$ cat config.mk
export PLATFORM = sky130hd
export DESIGN_NAME = vram_access_arbiter
export DESIGN_NICKNAME = d
export VERILOG_FILES = /design/src/rtl/vram_access_arbiter.sv
export SDC_FILE = /design/constraint.sdc
export NUM_CORES = 1
export LEC_CHECK = 0
export ABC_AREA = 1
export CORE_ASPECT_RATIO = 1.4
export CORE_MARGIN = 2
export CORE_UTILIZATION = 39
export CTS_BUF_LIST = sky130_fd_sc_hd__clkbuf_2
export DETAILED_ROUTE_END_ITERATION = 7
export PLACE_DENSITY_LB_ADDON = 0.12
export SLEW_MARGIN = 25
export SYNTH_ARGS = -nofsm -noshare
export SYNTH_HDL_FRONTEND = slang
export SYNTH_SLANG_ARGS = --single-unit
export TNS_END_PERCENT = 5
$ cat constraint.sdc
create_clock -name clk -period 4.5 [get_ports clk]
set_clock_uncertainty 0.05 [all_clocks]
set_input_delay 0.9 -clock clk [delete_from_list [all_inputs] [get_ports clk]]
set_output_delay 0.9 -clock clk [all_outputs]
set_load 0.005 [all_outputs]
$ cat src/rtl/vram_access_arbiter.sv
// Arbitrates a single-port text-mode character RAM between the display fetch path
// (always wins) and one handshaked writer that uses the leftover cycles.
module vram_access_arbiter #(
  parameter int ADDR_W       = 12,
  parameter int DATA_W       = 8,
  parameter int COLS         = 80,
  parameter int ROWS         = 30,
  parameter int CHAR_W_LOG2  = 3,
  parameter int CHAR_H_LOG2  = 4,
  parameter int WR_ACTIVE_EN = 1
) (
  input  logic              clk,
  input  logic              reset,
  input  logic              p_tick,
  input  logic              video_on,
  input  logic [9:0]        pix_x,
  input  logic [9:0]        pix_y,
  input  logic              wr_req,
  input  logic [ADDR_W-1:0] wr_addr,
  input  logic [DATA_W-1:0] wr_data,
  output logic              wr_ack,
  output logic              wr_err,
  output logic [ADDR_W-1:0] ram_addr,
  output logic              ram_we,
  output logic [DATA_W-1:0] ram_din,
  input  logic [DATA_W-1:0] ram_dout,
  output logic [DATA_W-1:0] rd_data,
  output logic              rd_valid
);

  localparam logic [1:0] ST_IDLE = 2'd0;
  localparam logic [1:0] ST_ACK  = 2'd1;
  localparam logic [1:0] ST_DROP = 2'd2;

  localparam logic [31:0] COLS_U  = 32'(COLS);
  localparam logic [31:0] CELLS_U = 32'(COLS * ROWS);

  logic [1:0]        state_reg, state_next;
  logic              err_reg, err_next;
  logic              rd_valid_reg;
  logic [DATA_W-1:0] rd_hold_reg;

  logic              display_slot;
  logic              free_slot;
  logic              grant;
  logic              addr_in_range;
  logic              do_write;
  logic [9:0]        char_col;
  logic [9:0]        char_row;
  logic [31:0]       disp_lin;
  logic [ADDR_W-1:0] disp_addr;

  assign display_slot = p_tick & video_on;
  assign free_slot    = ~display_slot & ((WR_ACTIVE_EN != 0) | ~video_on);

  assign char_col  = pix_x >> CHAR_W_LOG2;
  assign char_row  = pix_y >> CHAR_H_LOG2;
  assign disp_lin  = {22'd0, char_row} * COLS_U + {22'd0, char_col};
  assign disp_addr = disp_lin[ADDR_W-1:0];

  assign addr_in_range = {{(32-ADDR_W){1'b0}}, wr_addr} < CELLS_U;

  // A grant consumes the request even when the address is bad, so the error
  // response follows the same ACK/DROP path as a real write.
  assign grant    = ~reset & wr_req & free_slot & (state_reg == ST_IDLE);
  assign do_write = grant & addr_in_range;

  always_comb begin
    state_next = state_reg;
    err_next   = err_reg;
    case (state_reg)
      ST_IDLE: begin
        if (grant) begin
          state_next = ST_ACK;
          err_next   = ~addr_in_range;
        end
      end
      ST_ACK: begin
        state_next = ST_DROP;
      end
      ST_DROP: begin
        if (!wr_req) begin
          state_next = ST_IDLE;
        end
      end
      default: begin
        state_next = ST_IDLE;
        err_next   = 1'b0;
      end
    endcase
  end

  // RAM port is a pure function of this cycle's slot decision.
  always_comb begin
    ram_addr = '0;
    ram_we   = 1'b0;
    ram_din  = '0;
    if (!reset) begin
      if (do_write) begin
        ram_addr = wr_addr;
        ram_we   = 1'b1;
        ram_din  = wr_data;
      end else if (video_on) begin
        ram_addr = disp_addr;
      end
    end
  end

  assign wr_ack = ~reset & (state_reg == ST_ACK) & ~err_reg;
  assign wr_err = ~reset & (state_reg == ST_ACK) & err_reg;

  // RAM read data arrives one clk after the address, so it is passed straight
  // through in that cycle and captured to hold the value afterwards.
  assign rd_valid = rd_valid_reg;
  assign rd_data  = rd_valid_reg ? ram_dout : rd_hold_reg;

  always_ff @(posedge clk) begin
    if (reset) begin
      state_reg    <= ST_IDLE;
      err_reg      <= 1'b0;
      rd_valid_reg <= 1'b0;
      rd_hold_reg  <= '0;
    end else begin
      state_reg    <= state_next;
      err_reg      <= err_next;
      rd_valid_reg <= display_slot;
      rd_hold_reg  <= rd_data;
    end
  end

endmodule

==> results.md, run 1 <==
* Die Span Y at 70.72 um
* GRT overflow at 0
* DRC viols at 0
* Die footprint at 3653 sq um
* CTS clk-pin slew, worst paths at 0.10 ns
* CP dominant cell by count: nand3_1
* Flops & latches, synth at 12
* Total CTS buffers at 3
* Fill cells at 287
* Slowest Stage Delay on Critical Path at 0.43 ns
* First-pass GRT wire length at 5.223 mm
* Mean Syn Cell Area at 6.231 sq um
* First DRT Iteration DRCs at 23
* Synth top area share at 21.19%
* Hold Path Class: register to register
* Ys Warns at 0
* Layout cells sized above 1 at 7.801%
* Critical path endpoint category: output pin
* Via/cell ratio at 4.539
* Slew @ Worst Pin at 0.3088 ns
* Setup slack at placement at -0.05040 ns
* Syn-to-layout area delta at 70.74%
* Net Count, Synth at 269
* Routed wire length at 3.261 mm
* Pin count of the biggest net entering global routing at 13
* Worst-Skew Late Latency at 0.27 ns
* Top cells by area, synth: nand2_1 (21%), dfxtp_1 (19%), ha_1 (15%)
* Fin crit share at 95.39%
* CTS tree: done
* Unrepaired setup endpoints after global routing: yes
* Power per cell area at 173.1 nW/um^2
* Area leader, netlist: nand2_1
* Slack of the critical path at 0.2076 ns
* Most frequent cells in the layout: clkdlybuf4s50_1 (74), nand2_1 (70), inv_1 (29), nor2_1 (16), ha_1 (15)
* Cells after Synth at 199
* Kind of critical path: input pin to output pin
* Post-layout util at 69.12%
* Unique masters post-synth at 26
* Starting Density at 40.48%
* Wire per inst at 10.16 um
* Sequential area share after synthesis at 19.37%
* HPWL after detailed placement at 2.833 mm
* Total Routing Usage GR at 18.01%
* Worst-path fanout max at 2
* Register area at 240.2 sq um
* Most common cell after layout, fill and taps aside: clkdlybuf4s50_1
* Core area at 3063 sq um
* ANT nets after route at 0
* Vias in the first global route at 1317
* Area occupied by multi-input gates at 860.8 sq um
* Slew Limit Fails at 0
* Fin crit period at 4.292 ns
* NumNets Final at 353
* RePlAce Congestion at 0.7945
* Status: finished, final reports clean
* Total iterations of the first detailed-routing run at 6
* Family with the most delay on the worst path: adder cells
* Static Leak at 1.050 nW
* Critical Path RT at 3.55 ns
* Critical path cell sequence: clkdlybuf4s50_1 > ha_1 > ha_1 > inv_1 > fa_1 > nor2_1 > nand3_1 > nor2_2 > buf_4 > nand3_1 > nand3_1 > a21oi_1 > dlygate4sd2_1
* Hold Fails Final Rpt at 0
* Sinks on Clock Net at 12
* Htree depth at 1
* Worst-case clock buffer depth at 2
* Core Rows at 24
* Hold_ws at 0.4275 ns
* Max-slew headroom at 79.39%
* CP max-delay cell: clkdlybuf4s50_1
* Die X at 51.66 um
* Synth Cell Area at 1240 sq um
* Worst setup SP type: input pin
* F_max at 233.0 MHz
* IO buf count at 77
* Diode count at 0
* Worst vdd ir at 0.0001010 V
* WP data arrival at 3.34 ns
* Worst Path Buf+Inv at 4
* Max reg flops at 8
* Initial antenna violation count at 0
* Via Count at 1457
* Root Buffer Master: clkbuf_2
* Endpoints failing setup at 0
* Io pins at 85
* Maxcap violations at 0
worst register-to-register path, delay by kind of cell, from the launching register on:
kind	cells	cell delay (ns)
flip-flops	1	0.40
buffers and inverters	1	0.08
AND/OR/NAND/NOR	2	0.17
AO/OA/AOI/OAI	2	0.21
adder cells (fa/ha/maj)	1	0.21
synthesized netlist by cell type:
master,number
a21oi_1,13
buf_2,1
buf_4,1
clkbuf_1,2
dfxtp_1,12
fa_1,2
ha_1,15
inv_1,29
inv_2,2
inv_4,2
nand2_1,70
nand2_2,1
nand2_4,1
nand3_1,13
nand3_2,1
nand3_4,1
nand3b_1,1
nand4_1,1
nor2_1,17
nor2_4,1
o21ai_0,1
o21ai_1,5
o22ai_2,2
or2_1,1
xnor2_1,2
xor2_1,2
path summary, 6_finish.rpt:
kind                            slack [ns]  depth (start not counted)                       from                   endpoint
worst max-delay path                  0.21                         13                   pix_y[5]               ram_addr[11]
worst min-delay path                  0.43                          2  rd_hold_reg[5]$_SDFF_PP0_  rd_hold_reg[5]$_SDFF_PP0_
worst max register to register        3.27                          6  state_reg[0]$_SDFFE_PP0P_  state_reg[1]$_SDFFE_PP0P_
worst min register to register        0.43                          2  rd_hold_reg[5]$_SDFF_PP0_  rd_hold_reg[5]$_SDFF_PP0_
power by group:
part / internal [mW] / total, mW / switching [mW] / leakage [nW]
registers: 0.112 / 0.116 / 0.00358 / 0.0977
clock network: 0.0193 / 0.0536 / 0.0344 / 0.0140
logic: 0.109 / 0.197 / 0.0884 / 0.938
total: 0.240 / 0.366 / 0.126 / 1.05
per-layer routing:
layer	GRT usage (%)	wire, um	up-vias
met5	0	0	-
met1	18.04	1277	632
met2	36.18	1824	45
met4	6.725	19	0
met3	1.688	139	2
li1	-	-	778
layout make-up:
type | instances | share of cell area, %
clock inverter | 1 | 0.1773
timing repair buffer | 83 | 38.71
inverter | 33 | 6.087
multi-input combinational | 150 | 40.66
tap | 39 | 2.305
sequential | 12 | 11.35
clock buffer | 3 | 0.7092
per-stage QoR:
step | setup TNS (ns) | std cells | power [mW] | instance area, sq um
2_1_floorplan | 0 | 199 | 0.2169 | 1240
3_3_place_gp | -0.04903 | 316 | 0.3121 | 2077
3_5_place_dp | -0.05040 | 316 | 0.3145 | 2077
4_1_cts | 0 | 321 | 0.3677 | 2102
5_1_grt | -0.007213 | 321 | 0.3974 | 2117
6_report | 0 | 321 | 0.3665 | 2117
kinds of logic (layout without fill, tap and decap cells):
logic type,Yosys count,after routing,synth area share [%]
AO/OA/AOI/OAI,21,21,9.686
XOR/XNOR,4,4,2.826
adder cells (fa/ha/maj),17,17,18.37
buffers and inverters,37,120,12.01
flip-flops,12,12,19.37
AND/OR/NAND/NOR,108,108,37.74
what timing repair did:
action	in CTS	in global routing
buffers inserted	1	0
resized for setup	1	4
pin swaps	2	2
endpoints found under the setup margin	1	2
hold buffers	0	0
No activity file was read; power rests on OpenSTA's default activity.
==> run 2, diff against run 1 <==
--- a/config.mk
+++ b/config.mk
@@ -11,6 +11,7 @@
 export CORE_UTILIZATION = 39
 export CTS_BUF_LIST = sky130_fd_sc_hd__clkbuf_2
 export DETAILED_ROUTE_END_ITERATION = 7
+export HOLD_SLACK_MARGIN = 0.05
 export PLACE_DENSITY_LB_ADDON = 0.12
 export SLEW_MARGIN = 25
 export SYNTH_ARGS = -nofsm -noshare
==> results of run 2 <==
Final layout, timing and power as in run 1 (identical DEF).
